==> src/rtl/data_mem_access_unit.sv <==
// Data-memory initiator: turns load/store/push/pop requests into single-cycle memory strobes and owns the stack pointer.
// Latency: error -> response 1 cycle after accept; store/push -> 2 cycles; load/pop -> 3 cycles.
// Backpressure: req_ready only in IDLE (one request in flight); the response is a pulse with no backpressure.
//
// Ports:
//   clk, rst_n           clock, synchronous active-low reset
//   req_valid/req_ready  request handshake; req_op 00 load, 01 store, 10 push, 11 pop
//   req_addr, req_wdata  load/store byte address, store/push data
//   rsp_valid, rsp_rdata, rsp_err  one-cycle response, read data, reject flag
//   sp                   stack pointer (byte address, full-descending)
//   mem_we, mem_re, mem_addr, mem_wdata, mem_rdata  data-memory port (read data one cycle after mem_re)
module data_mem_access_unit #(
  parameter int MEM_WORDS   = 16,
  parameter int STACK_WORDS = 32
) (
  input  logic        clk,
  input  logic        rst_n,
  input  logic        req_valid,
  output logic        req_ready,
  input  logic [1:0]  req_op,
  input  logic [15:0] req_addr,
  input  logic [15:0] req_wdata,
  output logic        rsp_valid,
  output logic [15:0] rsp_rdata,
  output logic        rsp_err,
  output logic [15:0] sp,
  output logic        mem_we,
  output logic        mem_re,
  output logic [15:0] mem_addr,
  output logic [15:0] mem_wdata,
  input  logic [15:0] mem_rdata
);

  localparam logic [15:0] STACK_BASE = 16'(2 * MEM_WORDS);
  localparam logic [15:0] STACK_TOP  = 16'(2 * (MEM_WORDS + STACK_WORDS));

  localparam logic [1:0] OP_LOAD  = 2'b00;
  localparam logic [1:0] OP_STORE = 2'b01;
  localparam logic [1:0] OP_PUSH  = 2'b10;
  localparam logic [1:0] OP_POP   = 2'b11;

  typedef enum logic [2:0] {IDLE, WRITE, READ, WAIT, RESP} state_t;

  state_t state, state_nxt;
  logic   accept;
  logic   req_err;
  logic   err_q;   // error flag of the request in flight, shown during RESP

  assign req_ready = (state == IDLE) && rst_n;
  assign accept    = req_valid && req_ready;

  // Error checks; the stack bounds also guarantee sp arithmetic never wraps.
  always_comb begin
    req_err = 1'b0;
    case (req_op)
      OP_LOAD, OP_STORE: req_err = req_addr[0] || (req_addr >= STACK_TOP);
      OP_PUSH:           req_err = (sp == STACK_BASE);
      default:           req_err = (sp == STACK_TOP);
    endcase
  end

  always_ff @(posedge clk) begin
    if (!rst_n) state <= IDLE;
    else        state <= state_nxt;
  end

  always_comb begin
    state_nxt = state;
    mem_we    = 1'b0;
    mem_re    = 1'b0;
    rsp_valid = 1'b0;
    rsp_err   = 1'b0;
    case (state)
      IDLE: begin
        if (accept) begin
          if (req_err)                                     state_nxt = RESP;
          else if (req_op == OP_STORE || req_op == OP_PUSH) state_nxt = WRITE;
          else                                             state_nxt = READ;
        end
      end
      WRITE: begin
        mem_we    = 1'b1;
        state_nxt = RESP;
      end
      READ: begin
        mem_re    = 1'b1;
        state_nxt = WAIT;
      end
      WAIT: state_nxt = RESP;
      RESP: begin
        rsp_valid = 1'b1;
        rsp_err   = err_q;
        state_nxt = IDLE;
      end
      default: state_nxt = IDLE;
    endcase
  end

  // Datapath: address/data latched at accept and held until the next
  // accepted request, so they stay stable outside WRITE/READ.
  always_ff @(posedge clk) begin
    if (!rst_n) begin
      sp        <= STACK_TOP;
      mem_addr  <= '0;
      mem_wdata <= '0;
      rsp_rdata <= '0;
      err_q     <= 1'b0;
    end else begin
      if (accept) begin
        err_q     <= req_err;
        rsp_rdata <= '0;
        if (!req_err) begin
          case (req_op)
            OP_LOAD: mem_addr <= req_addr;
            OP_STORE: begin
              mem_addr  <= req_addr;
              mem_wdata <= req_wdata;
            end
            OP_PUSH: begin
              sp        <= sp - 16'd2;
              mem_addr  <= sp - 16'd2;
              mem_wdata <= req_wdata;
            end
            default: begin
              mem_addr <= sp;
              sp       <= sp + 16'd2;
            end
          endcase
        end
      end
      // Memory returns data the cycle after mem_re, i.e. during WAIT.
      if (state == WAIT) rsp_rdata <= mem_rdata;
    end
  end

endmodule

==> config.mk <==
export PLATFORM = sky130hd
export DESIGN_NAME = data_mem_access_unit
export DESIGN_NICKNAME = d
export VERILOG_FILES = /design/src/rtl/data_mem_access_unit.sv
export SDC_FILE = /design/constraint.sdc
export NUM_CORES = 1
export LEC_CHECK = 0
export CORE_ASPECT_RATIO = 0.75
export CORE_MARGIN = 10
export CORE_UTILIZATION = 49
export DETAILED_ROUTE_END_ITERATION = 16
export GPL_ROUTABILITY_DRIVEN = 0
export PLACE_DENSITY = 0.85
export SYNTH_ARGS = -nofsm -noshare
export SYNTH_HDL_FRONTEND = slang
export SYNTH_SLANG_ARGS = --single-unit
export TNS_END_PERCENT = 30
==> constraint.sdc <==
create_clock -name clk -period 4.4 [get_ports clk]
set_input_delay 0.44 -clock clk [delete_from_list [all_inputs] [get_ports clk]]
set_output_delay 0.44 -clock clk [all_outputs]
set_load 0.01 [all_outputs]
# Yosys cells after proc, flatten, opt, wreduce, memory -nomap -nowiden
# Cells that the tools add are included.
# W data, S select, Z words.
# word_totals
register_bits	68
input_bits	53
elab_cells	46
# op_classes
n_addsub	2
n_lt_le_gt_ge	1
n_eq_ne	9
mux	13
bitwise_logic	2
n_reduce_logical	13
# ops
operator	n
$pmux W16 S2	2
$mux W16	2
$add A16 B2 Y16 const B	1
$eq A16 B6 Y1 const B	1
$eq A16 B7 Y1 const B	1
$ge A16 B7 Y1 const B	1
$sub A16 B2 Y16 const B	1
$pmux W3 S3	1
$eq A3 B2 Y1 const B	2
$mux W3	2
$reduce_and A3 Y1	2
$reduce_or A2 Y1	3
$mux W1	4
$eq A3 B1 Y1 const B	1
$eq A3 B3 Y1 const B	1
$logic_not A3 Y1	1
$eq A2 B1 Y1 const B	1
$eq A2 B2 Y1 const B	1
$logic_and A1 B1 Y1	2
$logic_not A2 Y1	1
$logic_or A1 B1 Y1	2
$mux W2	1
$ne A2 B2 Y1 const B	1
$not A1 Y1	2
3 further kinds	3

# Longest topological paths before layout
# Gate-level depths: netlist (run 1).
# depth
ltp_word	6
mapped_depth	11
ltp_nobuf	7

# Least setup slack after synthesis (run 1)
# Ideal clock, no wire load.
# synth_path
path_type	register to register
from	reg sp[1]
to	reg sp[11]
arrival_ns	2.191
required_ns	4.330
setup_slack_ns	2.138
stages_incl_launch_ff	10
path_buffers	2
cell_sequence	dfxtp_1 > inv_1 > ha_1 > nor3b_1 > and4_4 > buf_6 > a211o_1 > buf_6 > or3_1 > a21oi_1
# synth_via
elab_chain_cells	4
# synth_lines
element	line	text
start: declaration	26	output logic [15:0] sp,
start signal: assignment	120	sp <= sp - 16'd2;
start signal: assignment	126	sp <= sp + 16'd2;
branches (longest 4 deep; another with $add A16 B2 Y16)	n/a	
# Several ways; the timed one is not identified.
# A chain may end at the register's enable or synchronous reset.

# Worst setup path in the final report (run 1)
# layout_path
from	in req_op[0]
to	reg sp[13]
# layout_via
elab_chain_cells	5
# layout_lines
element	line	text
start: declaration	20	input logic [1:0] req_op,
$eq A2 B1 Y1 or $logic_not A2 Y1 (tied branches)	55, 113	
$reduce_or A2 Y1 (no line)	n/a	
$pmux W1 S2	55	case (req_op)
$not A1 Y1 (no line)	n/a	
$reduce_and A3 Y1 (no line)	n/a	
# Parallel ways exist; a longest one is shown, timed or not.

==> summary.md, run 1 <==
| Metric | Value |
|---|---|
| Status | finished, final reports clean |
| CTS max path bufs | 2 |
| Netlist Area Pre-Place | 3560 um2 |
| Clk_lat worst skew | 0.34 ns |
| Post-Syn Instances | 453 |
| First-pass GRT wire length | 18.6 mm |
| Iter 0 DRT Violations | ~430 |
| Number of global-route vias before repair | 3604 |
| Critical Path Sink Type | flop |
| Routed len/inst | 17.9 um |
| Hold Vio Cnt, Final | 0 |
| Worst hold path type | flop to flop |
| N_diodes | 0 |
| Post-Layout Cell Count | between 600 and 700 |
| Drt pass-1 iters | 6 |
| Final Setup Violations | 0 |
| Synth top cells by count | dfxtp_1 (67), nand2_1 (64), a21oi_1 (48) |
| Clock skew | 0.00791 ns |
| Root buffer cell | clkbuf_8 |
| Chip width | approximately 120 um |
| Final net count | 607 |
| Ys async rst share | 0% |
| Clk sinks | 67 |
| Hold_buf cts | 0 |
| CTS tree | yes |
| Area post-placement | 4720 um2 |
| Routed vias | 3866 |
| CP arrival | between 3 and 4 ns |
| Tcrit/Tclk final | a little over two thirds |
| CP Data Required Time | 4.65 ns |
| Yosys warnings | 0 |
| Final hold slack | approximately 0.46 ns |
| Pleak | 1.69 nW |
| Initial Util | about half |
| Maximum clock rate | around 330 MHz |
| GR Overflow Total | 0 |
| Most numerous cell in the Yosys netlist | dfxtp_1 |
| Synthesis-to-finish area growth | 38.7% |
| Peak fanout along the critical path | 26 |
| Overall Power | between 1 and 1.5 mW |
| Fin area | 4940 um2 |
| Period minus WS final | between 3 and 4 ns |
| I/O pins | 122 |
| Fill cells | 575 |
| Post-route ant nets | 0 |
| Via-to-Cell Ratio | 5.94 |
| CORE AREA | 6930 um2 |
| Number of synthesized flops with an enable pin | 0 |
| Top cell type's share of synthesized area | 37.7% |
| Register area share after synthesis | between 30% and 40% |
| GRT Total Usage | between 20% and 30% |
| Final Max Tran Viols | 0 |
| Crit path launch type | input pin |
| Placed Cells | roughly 640 |
| DRC | 0 |
| Number of gates resized after cts | 0 |
| Slew margin rel. | 19.4% |
| Num CTS Buffers | 9 |
| Clock transition at path regs | roughly 0.08 ns |
| H-tree lvl count | 3 |
| Top cells by area, synth | dfxtp_1 (38%), a21oi_1 (6.7%), nand2_1 (6.7%), o21ai_0 (5.3%), nand3_1 (4.9%) |
| Mean post-synth cell area | 7.86 um2 |
| Ratio of cells with drive above 1 in the final layout | about 6.3% |
| PwrDens | 300 nW/um2 |
| Cell row count | 26 |
| Max-Cap Viols | 0 |
| Worst IR Drop VDD | 0.000244 V |
| Total Wirelength | approximately 12 mm |
| Setup TNS | 0 ns |
| Final HPWL DP | 8.56 mm |
| Cell taking the most area after synthesis | dfxtp_1 |
| Multi-input gate area | about 2000 um2 |
| Antenna violations before repair | 0 |
| Synthesized net count | 512 |
| Crit Path Class | input pin to flop |
| Slew of the pin with the lowest slew margin | 1.20 ns |
| Distinct cells, synth | 65 |
| PortBufs | 120 |
| Top_reg_cell synth | dfxtp_1 |
| Largest net degree at the start of global routing | 42 |
| Setup repair after global routing missed its margin | false |
| Register area | 1340 um2 |
| Full die area | 11100 um2 |
| Chip Height | roughly 94 um |
| Yosys reg bits | between 60 and 70 |
| # Post-CTS Setup Buffers | 0 |
==> registers in the layout, summed over array words and instances (netlist names) <==
name and count:
mem_addr 16, mem_wdata 16, rsp_rdata 16, sp 15, state 3, err_q 1
==> metrics by stage <==
| stage | utilization [%] | setup WS (ns) |
|---|---|---|
| 6_report | 71.3 | 1.33 |
| 5_1_grt | 71.3 | 1.16 |
| 4_1_cts | 71.3 | 1.39 |
| 3_5_place_dp | 68.1 | 1.03 |
| 3_3_place_gp | 68.1 | 1.15 |
| 2_1_floorplan | - | 2.14 |
==> placed cells by master, fill, tap and decap left out, types with 5 or more instances in the layout <==
master,count
a21oi_1,48
a31oi_1,5
nor2_1,20
o21ai_0,38
inv_1,11
nand3_1,35
clkbuf_8,9
dfxtp_1,67
mux2i_1,7
nand2_1,64
ha_1,6
nor4_1,6
or3_1,9
a211oi_1,10
nor3_1,10
clkdlybuf4s50_1,120
==> report_power, final <==
group	leakage [nW]	switching (mW)	total, mW	internal (mW)
combinational	1.04	0.135	0.259	0.124
sequential	0.542	0.0194	0.645	0.625
clock	0.110	0.253	0.576	0.323
==> logic make-up after synthesis <==
logic type,count (synthesis),synth area share (%)
adder cells (fa/ha/maj),6,2.11
multiplexers,7,1.97
other,1,0.105
XOR/XNOR,3,0.738
flip-flops,67,37.7
buffers and inverters,51,6.75
AND/OR/NAND/NOR,179,26.0
AO/OA/AOI/OAI,139,24.6
==> worst max-delay path: stages <==
cell and delay [ns]:
clkdlybuf4s50_1 0.45, inv_1 0.10, ha_1 0.75, xor2_1 0.14, and4_4 0.27, a211o_1 0.56
or3_1 0.45, a21oi_1 0.15
==> final timing paths <==
| path | start | endpoint | slack (ns) | depth (start not counted) |
|---|---|---|---|---|
| hold reg to reg | mem_wdata[8] | mem_wdata[8] | 0.46 | 2 |
| setup reg to reg | sp[1] | sp[4] | 1.47 | 7 |
| hold / removal | mem_wdata[8] | mem_wdata[8] | 0.46 | 2 |
| setup / recovery | req_op[0] | sp[13] | 1.33 | 8 |
==> area by class of cell <==
class                   count  share of cell area, %
multi-input cells         335                   40.2
flip-flops and latches     67                   27.2
repair buffers            123                   24.8
clock buffers               9                   2.51
well taps                  98                   2.48
clock inverters             7                   2.00
inverters                  12                  0.912
==> layer usage <==
metal	wire length, um	vias up	track usage, %
li1	-	1833	-
met1	4860	1764	24.8
met2	4810	233	29.7
met3	1660	36	10.3
met4	335	0	7.91
met5	0	-	0
Power figures use the tool's default switching activity.
==> inputs of run 2 (changes only) <==
CORE_UTILIZATION = 46   (was 49)
PLACE_DENSITY = 0.81   (was 0.85)
clock period = 3.2 ns   (was 4.4 ns; I/O delays follow)
==> run 2 against run 1 <==
Effect of this change: sequential power increased by 37%; clock power increased by 64%; clock-buffer cell count increased by 1; register-to-register slack worse by 0.93 ns; highest routed layer unchanged; via count rose by 0.57%; core utilization fell by 3.4 points; first-iteration DRC count increased by 2.1%; clock skew increased by 0.0047 ns; non-clock buffer count grew 8; flip-flop and latch count did not move.
==> summary.md, run 2 (same netlist as run 1, synthesis figures left out) <==
| Metric | Value |
|---|---|
| H-tree lvl count | 3 (unchanged) |
| Hold_buf cts | 0 (unchanged) |
| Register area | 1340 um2 (unchanged) |
| Crit-path cells | inv_1 > ha_1 > nor3b_1 > and4_4 > a211o_1 > or3_1 > a21oi_1 |
| Final net count | 615 (+1.3%) |
| Crit Path Class | flop to flop |
| Status | finished, final reports clean |
| Chip width | 122 um (+2.7%) |
| Clk sinks | 67 (unchanged) |
| Commonest non-fill, non-tap cells in the layout | clkdlybuf4s50_1 (120), dfxtp_1 (67), nand2_1 (64), a21oi_1 (48), o21ai_0 (38) |
| Pleak | 1.75 nW (+3.5%) |
| Worst Path Buf+Inv | 1 (-1) |
| CTS max path bufs | 2 (unchanged) |
| CORE AREA | 7430 um2 (+7.3%) |
| Iter 0 DRT Violations | 437 (+2.1%) |
| Slowest cell on the critical path | a211o_1 |
| Full die area | 11700 um2 (+5.3%) |
| Num CTS Buffers | 9 (unchanged) |
| Crit path launch type | flop |
| Top Family by Delay on Critical Path | simple AND/OR/NAND/NOR gates |
| Fill cells | 644 (+12%) |
| DRC | 0 (unchanged) |
| Combinational fraction of design power | 16.6% (-0.9 points) |
| Final Setup Violations | 0 (unchanged) |
| Sw Ratio | 25.3% (-2.2 points) |
| Clock skew | 0.0126 ns (+0.00471 ns) |
| Chip Height | 96.2 um (+2.5%) |
| Setup repair after global routing missed its margin | false |
| Cell row count | 27 (+3.8%) |
| Largest net degree at the start of global routing | 42 (unchanged) |
| Period minus WS final | 2.66 ns |
| Routed len/inst | 17.9 um (-0.14%) |
| Post-route ant nets | 0 (unchanged) |
| Final hold slack | 0.462 ns (+0.00532 ns) |
| CP Data Required Time | 3.48 ns (-1.17 ns) |
| Initial Util | 47.9% (-3.5 points) |
| # Post-CTS Setup Buffers | 0 (unchanged) |
| Final Max Tran Viols | 0 (unchanged) |
| PwrDens | 435 nW/um2 (+45%) |
| Synthesis-to-finish area growth | 41.7% |
| GR Overflow Total | 0 (unchanged) |
| Worst IR Drop VDD | 0.000370 V (+52%) |
| Largest stage delay on the critical path | 0.55 ns (-0.20 ns) |
| CTS tree | yes |
| N_diodes | 0 (unchanged) |
| Multi-input gate area | 1980 um2 (unchanged) |
| Clock transition at path regs | 0.08 ns (about the same) |
| Hold Vio Cnt, Final | 0 (unchanged) |
| Tcrit/Tclk final | 83.0% |
| Number of global-route vias before repair | 3571 (-0.92%) |
| Root buffer cell | clkbuf_8 |
| Area post-placement | 4780 um2 (+1.4%) |
| Worst hold path type | flop to flop |
| Fin area | 5040 um2 (+2.2%) |
| NetSw | 0.556 mW (+36%) |
| Total Wirelength | 11.8 mm (+1.5%) |
| Routed vias | 3888 (+0.57%) |
| Clk_lat worst skew | 0.34 ns (about the same) |
| First-pass GRT wire length | 18.8 mm (+0.96%) |
| Max-Cap Viols | 0 (unchanged) |
| Via-to-Cell Ratio | 5.87 (-1.1%) |
| Clk pwr share | 43.0% (+4.1 points) |
| Reg power frac | 40.4% (-3.2 points) |
| Setup TNS | 0 ns (unchanged) |
| Critical Path Sink Type | flop |
| Ratio of cells with drive above 1 in the final layout | 7.49% (+1.2 points) |
| CP arrival | 2.93 ns (-0.39 ns) |
| Largest regs | mem_addr (16), mem_wdata (16), rsp_rdata (16) |
| Antenna violations before repair | 0 (unchanged) |
| Drt pass-1 iters | 5 (-1) |
| GRT Total Usage | 19.7% (-0.52 points) |
| Int Pwr | 1.64 mW (+53%) |
| I/O pins | 122 (unchanged) |
| Final HPWL DP | 8.73 mm (+2.0%) |
| Number of gates resized after cts | 0 (unchanged) |
| PortBufs | 120 (unchanged) |
| Slew margin rel. | 39.3% (+20 points) |
| Maximum clock rate | 376 MHz |
| Commonest non-fill, non-tap cell in the layout | clkdlybuf4s50_1 |
| Peak fanout along the critical path | 21 (-19%) |
| Slew of the pin with the lowest slew margin | 0.907 ns (-0.294 ns) |
-- run 2: cell count changes in the layout (fill, tap and decap cells not counted) --
cell        delta
buf_4          +8
bufinv_16      +2
inv_6          -2
clkbuf_1       +1
clkinv_2       -1
clkinv_4       +1
clkinvlp_4     -1
-- run 2: power groups by stage --
| stage | registers, mW | clock network (mW) | logic [mW] |
|---|---|---|---|
| finish | 0.886 | 0.943 | 0.365 |
| global route | 0.890 | 1.00 | 0.395 |
| CTS | 0.886 | 0.959 | 0.362 |
| detailed placement | 0.905 | 0 | 0.359 |
| global placement | 0.904 | 0 | 0.354 |
| floorplan | 0.905 | 0 | 0.186 |
-- run 2: worst reg2reg max path: cells and delay by family (launching register included) --
| kind | cells | cell delay [ns] |
|---|---|---|
| flip-flops | 1 | 0.53 |
| adder cells (fa/ha/maj) | 1 | 0.31 |
| buffers and inverters | 1 | 0.23 |
| AND/OR/NAND/NOR | 3 | 0.82 |
| AO/OA/AOI/OAI | 2 | 0.70 |
-- run 2: worst paths after layout --
check	start	endpoint	slack [ns]	cells after the start
hold / removal	mem_wdata[6]	mem_wdata[6]	0.46	2
setup / recovery	sp[1]	sp[11]	0.54	7
hold reg to reg	mem_wdata[6]	mem_wdata[6]	0.46	2
setup reg to reg	sp[1]	sp[11]	0.54	7
-- run 2: area by class of cell --
type,instances,share of cell area (%)
Sequential cell,67,26.6
Timing Repair Buffer,131,25.4
Clock inverter,6,2.73
Inverter,12,0.893
Tap cell,101,2.50
Multi-Input combinational cell,335,39.3
Clock buffer,10,2.53
-- run 2: stage by stage --
| stage | std cells | utilization, % | power [mW] | setup slack (ns) |
|---|---|---|---|---|
| final | 662 | 67.9 | 2.20 | 0.544 |
| after global routing | 662 | 67.9 | 2.29 | 0.384 |
| after CTS | 662 | 67.9 | 2.21 | 0.603 |
| after detailed placement | 646 | 64.3 | 1.26 | 0.312 |
| after global placement | 646 | 64.3 | 1.26 | 0.416 |
| after floorplan | 453 | - | 1.09 | 0.938 |
-- run 2: routing by layer --
metal | vias to the layer above | GRT usage, % | share of wire (%)
li1 | 1842 | - | -
met1 | 1820 | 25.7 | 42
met2 | 211 | 28.9 | 43
met3 | 15 | 9.77 | 14
met4 | 0 | 4.06 | 1.1
met5 | - | 0 | 0
